==> src/rtl/stage_sequencer.sv <==
// Clocked fetch/decode/execute/write-back sequencer for the 5-bit-PC datapath.
// Owns the PC, instruction register, halt detection and the retired-instruction counter.
module stage_sequencer #(
  parameter int         PC_W        = 5,
  parameter logic [4:0] HALT_OPCODE = 5'b11111,
  parameter int         RET_W       = 8
) (
  input  logic             clock,
  input  logic             reset,
  input  logic             start,
  input  logic [PC_W-1:0]  start_pc,
  input  logic             stall,
  output logic [PC_W-1:0]  prog_addr,
  input  logic [31:0]      prog_data,
  output logic [31:0]      ir,
  output logic [4:0]       opcode,
  output logic [4:0]       rdst,
  output logic [4:0]       rsrc1,
  output logic [4:0]       rsrc2,
  output logic             rf_rd,
  output logic             alu_load,
  output logic             rf_we,
  output logic [PC_W-1:0]  pc,
  output logic [2:0]       state,
  output logic             busy,
  output logic             halted,
  output logic [RET_W-1:0] retired
);

  // state   | meaning
  // IDLE    | waiting for start after reset
  // FETCH   | ROM addressed by pc, ir loads at the edge
  // DECODE  | register file read, halt opcode check
  // EXECUTE | ALU operates, held by stall
  // WRITE   | result written back, pc and retired advance
  // HALTED  | halt opcode seen, waiting for start
  localparam logic [2:0] S_IDLE    = 3'd0;
  localparam logic [2:0] S_FETCH   = 3'd1;
  localparam logic [2:0] S_DECODE  = 3'd2;
  localparam logic [2:0] S_EXECUTE = 3'd3;
  localparam logic [2:0] S_WRITE   = 3'd4;
  localparam logic [2:0] S_HALTED  = 3'd5;

  always_ff @(posedge clock) begin
    if (reset) begin
      state    <= S_IDLE;
      pc       <= '0;
      ir       <= '0;
      retired  <= '0;
      alu_load <= 1'b0;
    end else begin
      alu_load <= 1'b0;
      case (state)
        S_IDLE, S_HALTED: begin
          if (start) begin
            state <= S_FETCH;
            pc    <= start_pc;
          end
        end
        S_FETCH: begin
          ir    <= prog_data;
          state <= S_DECODE;
        end
        S_DECODE: begin
          if (ir[31:27] == HALT_OPCODE) begin
            state <= S_HALTED;
          end else begin
            state    <= S_EXECUTE;
            // registered strobe so it covers only the first EXECUTE cycle
            alu_load <= 1'b1;
          end
        end
        S_EXECUTE: begin
          if (!stall) state <= S_WRITE;
        end
        S_WRITE: begin
          pc    <= pc + 1'b1;
          state <= S_FETCH;
          if (retired != '1) retired <= retired + 1'b1;
        end
        default: state <= S_IDLE;
      endcase
    end
  end

  assign prog_addr = pc;
  assign opcode    = ir[31:27];
  assign rdst      = ir[26:22];
  assign rsrc1     = ir[4:0];
  assign rsrc2     = ir[9:5];
  assign rf_rd     = (state == S_DECODE) || (state == S_EXECUTE);
  assign rf_we     = (state == S_WRITE);
  assign busy      = (state >= S_FETCH) && (state <= S_WRITE);
  assign halted    = (state == S_HALTED);

endmodule

==> config.mk <==
export PLATFORM = sky130hd
export DESIGN_NAME = stage_sequencer
export DESIGN_NICKNAME = d
export VERILOG_FILES = /design/src/rtl/stage_sequencer.sv
export SDC_FILE = /design/constraint.sdc
export NUM_CORES = 1
export LEC_CHECK = 0
export ABC_CLOCK_PERIOD_IN_PS = 2300
export CAP_MARGIN = 20
export CORE_MARGIN = 10
export CORE_UTILIZATION = 30
export CTS_BUF_LIST = sky130_fd_sc_hd__clkbuf_8
export DETAILED_ROUTE_END_ITERATION = 16
export DONT_BUFFER_PORTS = 1
export GPL_TIMING_DRIVEN = 0
export SYNTH_ARGS = -nofsm -noshare
export SYNTH_HDL_FRONTEND = slang
export SYNTH_SLANG_ARGS = --single-unit
==> constraint.sdc <==
create_clock -name clock -period 2.3 [get_ports clock]
set_input_delay 0.69 -clock clock [delete_from_list [all_inputs] [get_ports clock]]
set_output_delay 0.69 -clock clock [all_outputs]
set_load 0.05 [all_outputs]
==> run summary, run 1 <==
clk root buf: clkbuf_8
RSZ-0062 raised after global routing: false
drt drc: 0
Yosys cell types: 39
dpl cells: 361
ys async rst share: 0
number of setup buffers added after CTS: 0
vias in the first global route: 1787
post-synthesis cell area: 0.00215 mm^2
status: finished, final reports clean
Max clock buf depth: 2
core area: 0.00687 mm^2
crit-path max FO: 10
cells after synthesis: 265
Initial Utilization: 0.313
hold_buf cts: 0
Clock Latency Late Sink: 290 ps
Worst Tran Pin Value: 667 ps
Leak: 0.907 nW
CTS buffer count: 5
area leader, netlist: dfxtp_1
HP Class: in2reg
Rel. slew slack: 0.555
post-synthesis sequential area ratio: 0.456
Rows: 30
via count: 1739
Max H-tree Level: 2
n_diodes: 0
Die X: 105 um
Antenna Violating Nets Remaining: 0
Post-layout nets: 315
Final Hold Fails: 0
dominant cells by area after synthesis: dfxtp_1 46%, nand2_1 12%, a21oi_1 9.1%
clock sinks: 49
IO Count: 119
#FFs+latches synth: 49
P&R area growth vs syn: 11.7%
Yosys warning total: 0
die area: 0.0110 mm^2
Hold Path Stages: 2
setup violators final: 0
final slew viol count: 0
most frequent cell after synthesis: nand2_1
Placer Congestion: 0.776
DRT iter0 DRCs: 61
PortBufs: 0
Design Area, Final: 0.00240 mm^2
skew final: 5.74 ps
commonest cells in the synthesized netlist: 67 x nand2_1, 49 x dfxtp_1, 39 x a21oi_1
max cap viols: 0
ys flop type: dfxtp_1
via/cell ratio: 4.74
CTS tree: yes
Post-synth EDFFs: 0
WL final: 6.17 mm
fmax: 447 MHz
worst r2r src: retired[0]$_SDFFE_PP0P_
worst endpoint required time: 1610 ps
crit path kind: reg2out
antenna violations before repair: 0
Reg2Reg Setup Slack: 180 ps
Die Y: 105 um
area used by multi-input combinational logic: 925 um^2
crit start category: flop
Worst Hold Launch: prog_data[2]
Worst VDD drop: 0.346 mV
Post-Layout Cell Count: 367
post-synth top area share: 0.456
largest net degree at the start of global routing: 14
WL/cell: 16.8 um
Hold Path End: ir[2]$_SDFFE_PP0P_
Syn Area/Cell: 8.11 um^2
first-pass detailed-route iteration total: 4
pwr dens: 819 mW/mm^2
Final HPWL DP: 4.84 mm
register clock-pin slew on the reported worst setup and hold paths: 90 ps
gr usage total: 0.110
total congestion overflow: 0
net count after synthesis: 308
sequential cell area: 990 um^2
arrival time worst endpoint: 1550 ps
placed instance area: 0.00228 mm^2
layout cell share with drive strength beyond 1: 0.162
Final min period: 2240 ps
Worst Setup End Kind: output port
final core occ: 0.350
global-route wire length before repair: 9.82 mm
reg-to-reg endpoint: retired[6]$_SDFFE_PP0P_
Final Cycle Share: 0.973
Worst Reg-to-Reg Cells: 5
filler instances: 751
==> metal layers <==
layer,track usage,routed length [um]
met2,0.183,2990
met4,0.0382,70
met5,0,0
met1,0.117,2370
met3,0.0565,731
==> area by class of cell <==
| class | count | area share |
|---|---|---|
| Sequential cell | 49 | 0.412 |
| Buffer | 40 | 0.112 |
| Multi-Input combinational cell | 173 | 0.385 |
| Inverter | 3 | 0.00990 |
| Tap cell | 96 | 0.0500 |
| Clock buffer | 5 | 0.0287 |
| Clock inverter | 1 | 0.00208 |
==> stage by stage <==
stage | total power (W) | setup TNS [ps] | worst slack, ps | hold slack, ps
after global placement | 0.00152 | -3230 | -183 | 697
after detailed placement | 0.00152 | -3970 | -236 | 705
after CTS | 0.00200 | 0 | 19.8 | 510
final | 0.00197 | 0 | 61.3 | 522
after floorplan | 0.00145 | 0 | 18.6 | 675
after global routing | 0.00208 | 0 | 5.54 | 514
==> worst max path at each step <==
stage / startpoint / to / depth (start not counted)
after floorplan: state[2]$_SDFFE_PP0P_ / retired[7]$_SDFFE_PP0P_ / 7
after global placement: state[1]$_SDFFE_PP0P_ / pc[2]$_SDFFE_PP0P_ / 6
after detailed placement: state[1]$_SDFFE_PP0P_ / pc[3]$_SDFFE_PP0P_ / 6
after CTS: state[0]$_SDFFE_PP0P_ / busy / 3
after global routing: state[2]$_SDFFE_PP0P_ / rf_we / 4
final: state[2]$_SDFFE_PP0P_ / rf_we / 4
==> timing repair <==
action	in CTS	in global routing
setup endpoints to repair	43	2
pin swaps	1	1
gates resized for setup	11	2
==> critical path: stages, from the launching register on <==
cell and delay [ps]:
dfxtp_4 460, buf_12 170, or3b_1 370, buf_6 160, clkinv_8 90
==> layout by cell type, fill, tap and decap left out, drive strengths merged, types with 3 or more instances in the layout <==
cell type,Yosys,routed
clkbuf,13,17
o21ai,5,5
nand2,67,67
buf,27,28
nand3,3,3
dfxtp,49,49
nor2,14,14
a21oi,39,39
xor2,5,5
and3,4,4
nor3,3,3
==> registers in the layout (all words and copies together), names as in the netlist <==
register,count
ir,32
alu_load,1
pc,5
retired,8
state,3
==> kinds of logic after synthesis <==
logic type	share of synthesized area
AOI/OAI and AO/OA	0.152
and+or+nand+nor	0.211
xor gates and xnor gates	0.0285
DFF	0.456
buffers and inverters	0.126
muxes	0.0146
adders and majority gates	0.0116
==> where the power goes <==
group	leakage, nW	internal (W)	switching [W]	total (W)
Combinational	0.466	0.000106	0.000258	0.000364
Sequential	0.401	0.000899	0.000234	0.00113
Clock	0.0399	0.000201	0.000269	0.000470
(Power assumes the default switching activity.)
==> run 2: changes to the inputs <==
--- a/config.mk
+++ b/config.mk
@@ -13,6 +13,7 @@
 export DETAILED_ROUTE_END_ITERATION = 16
 export DONT_BUFFER_PORTS = 1
 export GPL_TIMING_DRIVEN = 0
+export RECOVER_POWER = 50
 export SYNTH_ARGS = -nofsm -noshare
 export SYNTH_HDL_FRONTEND = slang
 export SYNTH_SLANG_ARGS = --single-unit
==> run 2 against run 1 <==
  * Largest power group unchanged
  * Flip-flop and latch count did not move
  * Highest routed layer unchanged
  * Clock power barely moved
  * Critical path depth did not move
  * Final area did not move
  * Via count did not move
  * Fmax barely moved
  * Setup slack barely moved
  * Register-to-register slack barely moved
  * Utilization did not move
  * Hold slack barely moved
==> run summary, run 2 (same netlist as run 1, synthesis figures left out) <==
crit start category: flop
Setup TNS Final: 0 ps (unchanged)
WL/cell: 16.8 um (about the same)
Final Cycle Share: 0.973 (about the same)
register clock-pin slew on the reported worst setup and hold paths: 90 ps (about the same)
Leak: 0.909 nW (+0.21%)
total congestion overflow: 0 (unchanged)
worst endpoint required time: 1610 ps (about the same)
gr usage total: 0.110 (unchanged)
Worst Tran Pin Value: 667 ps (unchanged)
RSZ-0062 raised after global routing: false
layout cell share with drive strength beyond 1: 0.159 (-0.00369)
max cap viols: 0 (unchanged)
via/cell ratio: 4.74 (unchanged)
Die X: 105 um (unchanged)
DR WL met3: 725 um (-0.82%)
crit path kind: reg2out
clock sinks: 49 (unchanged)
crit-path max FO: 10 (unchanged)
Hold Path Stages: 2 (unchanged)
Final HPWL DP: 4.84 mm (unchanged)
Biggest register: ir
CTS buffer count: 5 (unchanged)
first-pass detailed-route iteration total: 4 (unchanged)
setup violators final: 0 (unchanged)
drt drc: 0 (unchanged)
Rel. slew slack: 0.555 (unchanged)
PortBufs: 0 (unchanged)
met1 WL: 2.37 mm (+0.25%)
Post-Layout Cell Count: 367 (unchanged)
largest net degree at the start of global routing: 14 (unchanged)
Worst VDD drop: 0.346 mV (about the same)
Final min period: 2240 ps (-0.0194 ps)
Post-layout nets: 315 (unchanged)
Clock Latency Late Sink: 290 ps (about the same)
antenna violations before repair: 0 (unchanged)
most frequent cells in the layout: 67 x nand2_1, 46 x dfxtp_1, 39 x a21oi_1
global-route wire length before repair: 9.82 mm (unchanged)
arrival time worst endpoint: 1550 ps (about the same)
Hold Path End: ir[2]$_SDFFE_PP0P_
Setup WS pre-CTS: -236 ps (unchanged)
dpl cells: 361 (unchanged)
Reg2Reg Setup Slack: 180 ps (about the same)
fmax: 447 MHz (about the same)
WL final: 6.16 mm (about the same)
Worst Hold Launch: prog_data[2]
clk root buf: clkbuf_8
vias in the first global route: 1787 (unchanged)
DRT iter0 DRCs: 60 (-1.6%)
worst r2r src: retired[0]$_SDFFE_PP0P_
largest registers: ir x32, retired x8, pc x5
hold_buf cts: 0 (unchanged)
skew final: 5.74 ps (unchanged)
core area: 0.00687 mm^2 (unchanged)
via count: 1739 (unchanged)
CTS tree: yes
met2 wire length: 2.99 mm (about the same)
IO Count: 119 (unchanged)
Max H-tree Level: 2 (unchanged)
Antenna Violating Nets Remaining: 0 (unchanged)
Initial Utilization: 0.313 (unchanged)
Worst Reg-to-Reg Cells: 5 (unchanged)
final core occ: 0.350 (unchanged)
pwr dens: 819 mW/mm^2 (about the same)
placed instance area: 0.00228 mm^2 (unchanged)
filler instances: 751 (unchanged)
Rows: 30 (unchanged)
final slew viol count: 0 (unchanged)
reg-to-reg endpoint: retired[6]$_SDFFE_PP0P_
leading cell type in the layout, fill and taps excluded: nand2_1
die area: 0.0110 mm^2 (unchanged)
P&R area growth vs syn: 11.7% (unchanged)
Final Hold Fails: 0 (unchanged)
Final WS setup: 61.3 ps (+0.0194 ps)
n_diodes: 0 (unchanged)
Placer Congestion: 0.776 (unchanged)
Max clock buf depth: 2 (unchanged)
max reg flops: 32 (unchanged)
Design Area, Final: 0.00240 mm^2 (unchanged)
Die Y: 105 um (unchanged)
HP Class: in2reg
Worst Setup End Kind: output port
highest metal used: met4
status: finished, final reports clean
## run 2: critical path, stage by stage, from the launching register on
cell	delay, ps
dfxtp_4	460
buf_12	170
or3b_1	370
buf_6	160
clkinv_8	90
## run 2: how the worst max path moves through the flow
stage	from	to	slack, ps	cells past startpoint
final	state[2]$_SDFFE_PP0P_	rf_we	60	4
after floorplan	state[2]$_SDFFE_PP0P_	retired[7]$_SDFFE_PP0P_	20	7
after CTS	state[0]$_SDFFE_PP0P_	busy	20	3
after global routing	state[2]$_SDFFE_PP0P_	rf_we	6	4
after global placement	state[1]$_SDFFE_PP0P_	pc[2]$_SDFFE_PP0P_	-180	6
after detailed placement	state[1]$_SDFFE_PP0P_	pc[3]$_SDFFE_PP0P_	-240	6
## run 2: layer usage
metal | track usage | vias up
met1 | 0.117 | 796
met3 | 0.0565 | 4
li1 | - | 869
met2 | 0.183 | 70
met4 | 0.0382 | 0
met5 | 0 | -
## run 2: through the flow
stage / total power, W / hold WS (ps)
3_3_place_gp: 0.00152 / 697
5_1_grt: 0.00208 / 514
3_5_place_dp: 0.00152 / 705
6_report: 0.00197 / 522
4_1_cts: 0.00200 / 510
2_1_floorplan: 0.00145 / 675
## run 2: cell type report
cell class,instances,area [um^2],share of cell area
Clock buffer,5,68.8,0.0287
Sequential cell,49,990,0.412
Inverter,3,23.8,0.00990
Buffer,40,269,0.112
Multi-Input combinational cell,173,925,0.385
Tap cell,96,120,0.0500
Clock inverter,1,5.00,0.00208
## run 2: report_power, final
part | internal (W) | total (W) | switching [W]
clock | 0.000201 | 0.000470 | 0.000269
combinational | 0.000106 | 0.000364 | 0.000258
sequential | 0.000899 | 0.00113 | 0.000234
total | 0.00121 | 0.00197 | 0.000761
## run 2: timing repair
item,CTS,global route
resized for setup,11,2
setup buffers,0,0
cloned,0,0
endpoints found under the hold margin,0,0
pin swaps,1,1
setup endpoints to repair,43,2
==> run 3: changes to the inputs <==
--- a/config.mk
+++ b/config.mk
@@ -12,7 +12,6 @@
 export CTS_BUF_LIST = sky130_fd_sc_hd__clkbuf_8
 export DETAILED_ROUTE_END_ITERATION = 16
 export DONT_BUFFER_PORTS = 1
-export GPL_TIMING_DRIVEN = 0
 export RECOVER_POWER = 50
 export SYNTH_ARGS = -nofsm -noshare
 export SYNTH_HDL_FRONTEND = slang
==> run 3 against run 2 <==
  * Routed wire length fell by 7.8%
  * Die area unchanged
  * Register-to-register slack better by 120 ps
  * Highest routed layer unchanged
  * Largest cell class unchanged
  * Combinational power is 38% higher
  * Critical path type unchanged
  * Hold slack lost 72 ps
  * Global-route usage down 0.71 points
  * Clock skew grew 4.5 ps
  * Setup slack better by 26 ps
  * Power is 5.6% higher
  * Fmax increased by 1.2%
  * Final cell count grew 0.82%
  * Sequential share of layout area hardly changed
==> run summary, run 3 (same netlist as run 1, synthesis figures left out) <==
filler instances: 743 (-1.1%)
core area: 0.00687 mm^2 (unchanged)
Initial Utilization: 0.313 (unchanged)
worst endpoint required time: 1610 ps (about the same)
final slew viol count: 0 (unchanged)
Rows: 30 (unchanged)
register clock-pin slew on the reported worst setup and hold paths: 90 ps (about the same)
Final HPWL DP: 4.26 mm (-12%)
gr usage total: 0.102 (-0.00711)
IO Count: 119 (unchanged)
clock sinks: 49 (unchanged)
Rel. slew slack: 0.410 (-0.144)
Placer Congestion: 0.794 (+2.3%)
Leak: 0.925 nW (+1.7%)
Worst VDD drop: 0.239 mV (-31%)
drt drc: 0 (unchanged)
WL/cell: 15.4 um (-8.5%)
Max clock buf depth: 2 (unchanged)
skew final: 10.2 ps (+4.48 ps)
Die X: 105 um (unchanged)
crit-path max FO: 8 (-2)
PortBufs: 0 (unchanged)
most frequent cells in the layout: 67 x nand2_1, 48 x dfxtp_1, 39 x a21oi_1
crit path kind: reg2out
Final Hold Fails: 0 (unchanged)
Setup TNS Final: 0 ps (unchanged)
Worst Tran Pin Value: 883 ps (+216 ps)
pwr dens: 871 mW/mm^2 (+6.4%)
WHS: 450 ps (-71.5 ps)
Biggest register: ir
P&R area growth vs syn: 10.9%
largest net degree at the start of global routing: 51 (+37)
Clock Latency Late Sink: 300 ps (about the same)
max reg flops: 32 (unchanged)
vias in the first global route: 1708 (-4.4%)
global-route wire length before repair: 9.27 mm (-5.6%)
Antenna Violating Nets Remaining: 0 (unchanged)
largest registers: ir x32, retired x8, pc x5
via/cell ratio: 4.55 (-4.1%)
Worst Setup End Kind: output port
DRT iter0 DRCs: 88 (+47%)
n_diodes: 0 (unchanged)
RSZ-0062 raised after global routing: false
WL final: 5.69 mm (-7.8%)
via count: 1682 (-3.3%)
Final Cycle Share: 0.962 (-0.0111)
total power: 0.00208 W (+5.6%)
setup violators final: 0 (unchanged)
die area: 0.0110 mm^2 (unchanged)
HP Class: reg2reg
Die Y: 105 um (unchanged)
final core occ: 0.347 (-0.00255)
Post-layout nets: 317 (+0.63%)
Max H-tree Level: 2 (unchanged)
leading cell type in the layout, fill and taps excluded: nand2_1
hold_buf cts: 0 (unchanged)
layout cell share with drive strength beyond 1: 0.172 (+0.0129)
Final min period: 2210 ps (-25.6 ps)
CTS tree: yes
clk root buf: clkbuf_8
arrival time worst endpoint: 1520 ps (-30 ps)
max cap viols: 0 (unchanged)
CTS buffer count: 5 (unchanged)
antenna violations before repair: 0 (unchanged)
total congestion overflow: 0 (unchanged)
crit start category: flop
first-pass detailed-route iteration total: 4 (unchanged)
status: finished, final reports clean
fmax: 452 MHz (+1.2%)
run 3: area by class of cell:
type / instances / area (um^2) / share of cell area
multi-input combinational: 173 / 908 / 0.381
clock inverter: 2 / 35.0 / 0.0147
timing repair buffer: 42 / 258 / 0.108
tap: 96 / 120 / 0.0504
clock buffer: 5 / 68.8 / 0.0289
inverter: 3 / 11.3 / 0.00472
sequential: 49 / 982 / 0.412
run 3: worst max-delay path, cell delays in order, from the launching register on:
cell and delay (ps):
dfxtp_1 320, or3b_1 510, inv_2 170, buf_4 220
run 3: timing repair:
action                                  4_1_cts  5_1_grt
endpoints found under the hold margin         0        0
endpoints found under the setup margin        0        1
setup buffers                                 0        0
resized for setup                             0        1
run 3: worst paths after layout:
kind / depth (start not counted) / from / to / slack, ps
worst min-delay path: 2 / ir[22]$_SDFFE_PP0P_ / ir[22]$_SDFFE_PP0P_ / 450
worst max-delay path: 3 / state[0]$_SDFFE_PP0P_ / rf_we / 90
worst max register to register: 5 / retired[0]$_SDFFE_PP0P_ / retired[7]$_SDFFE_PP0P_ / 300
worst min register to register: 2 / ir[22]$_SDFFE_PP0P_ / ir[22]$_SDFFE_PP0P_ / 450
run 3: per-layer routing:
metal / vias up / part of all wire / global-route usage
li1: 871 / - / -
met1: 749 / 0.42 / 0.118
met2: 58 / 0.49 / 0.167
met3: 4 / 0.085 / 0.0424
met4: 0 / 0.011 / 0.0353
met5: - / 0 / 0
run 3: report_power, final:
group	total, W	internal, W	switching (W)
clock	0.000595	0.000317	0.000279
combinational	0.000501	0.000108	0.000393
sequential	0.000981	0.000900	0.0000809
run 3: per-stage QoR:
stage               instances  worst slack, ps  instance area (um^2)
detailed placement        363              402                  2370
CTS                       370             59.1                  2470
finish                    370             86.9                  2380
global placement          363              426                  2370
global route              370             11.4                  2380
floorplan                 265             18.6                  2160
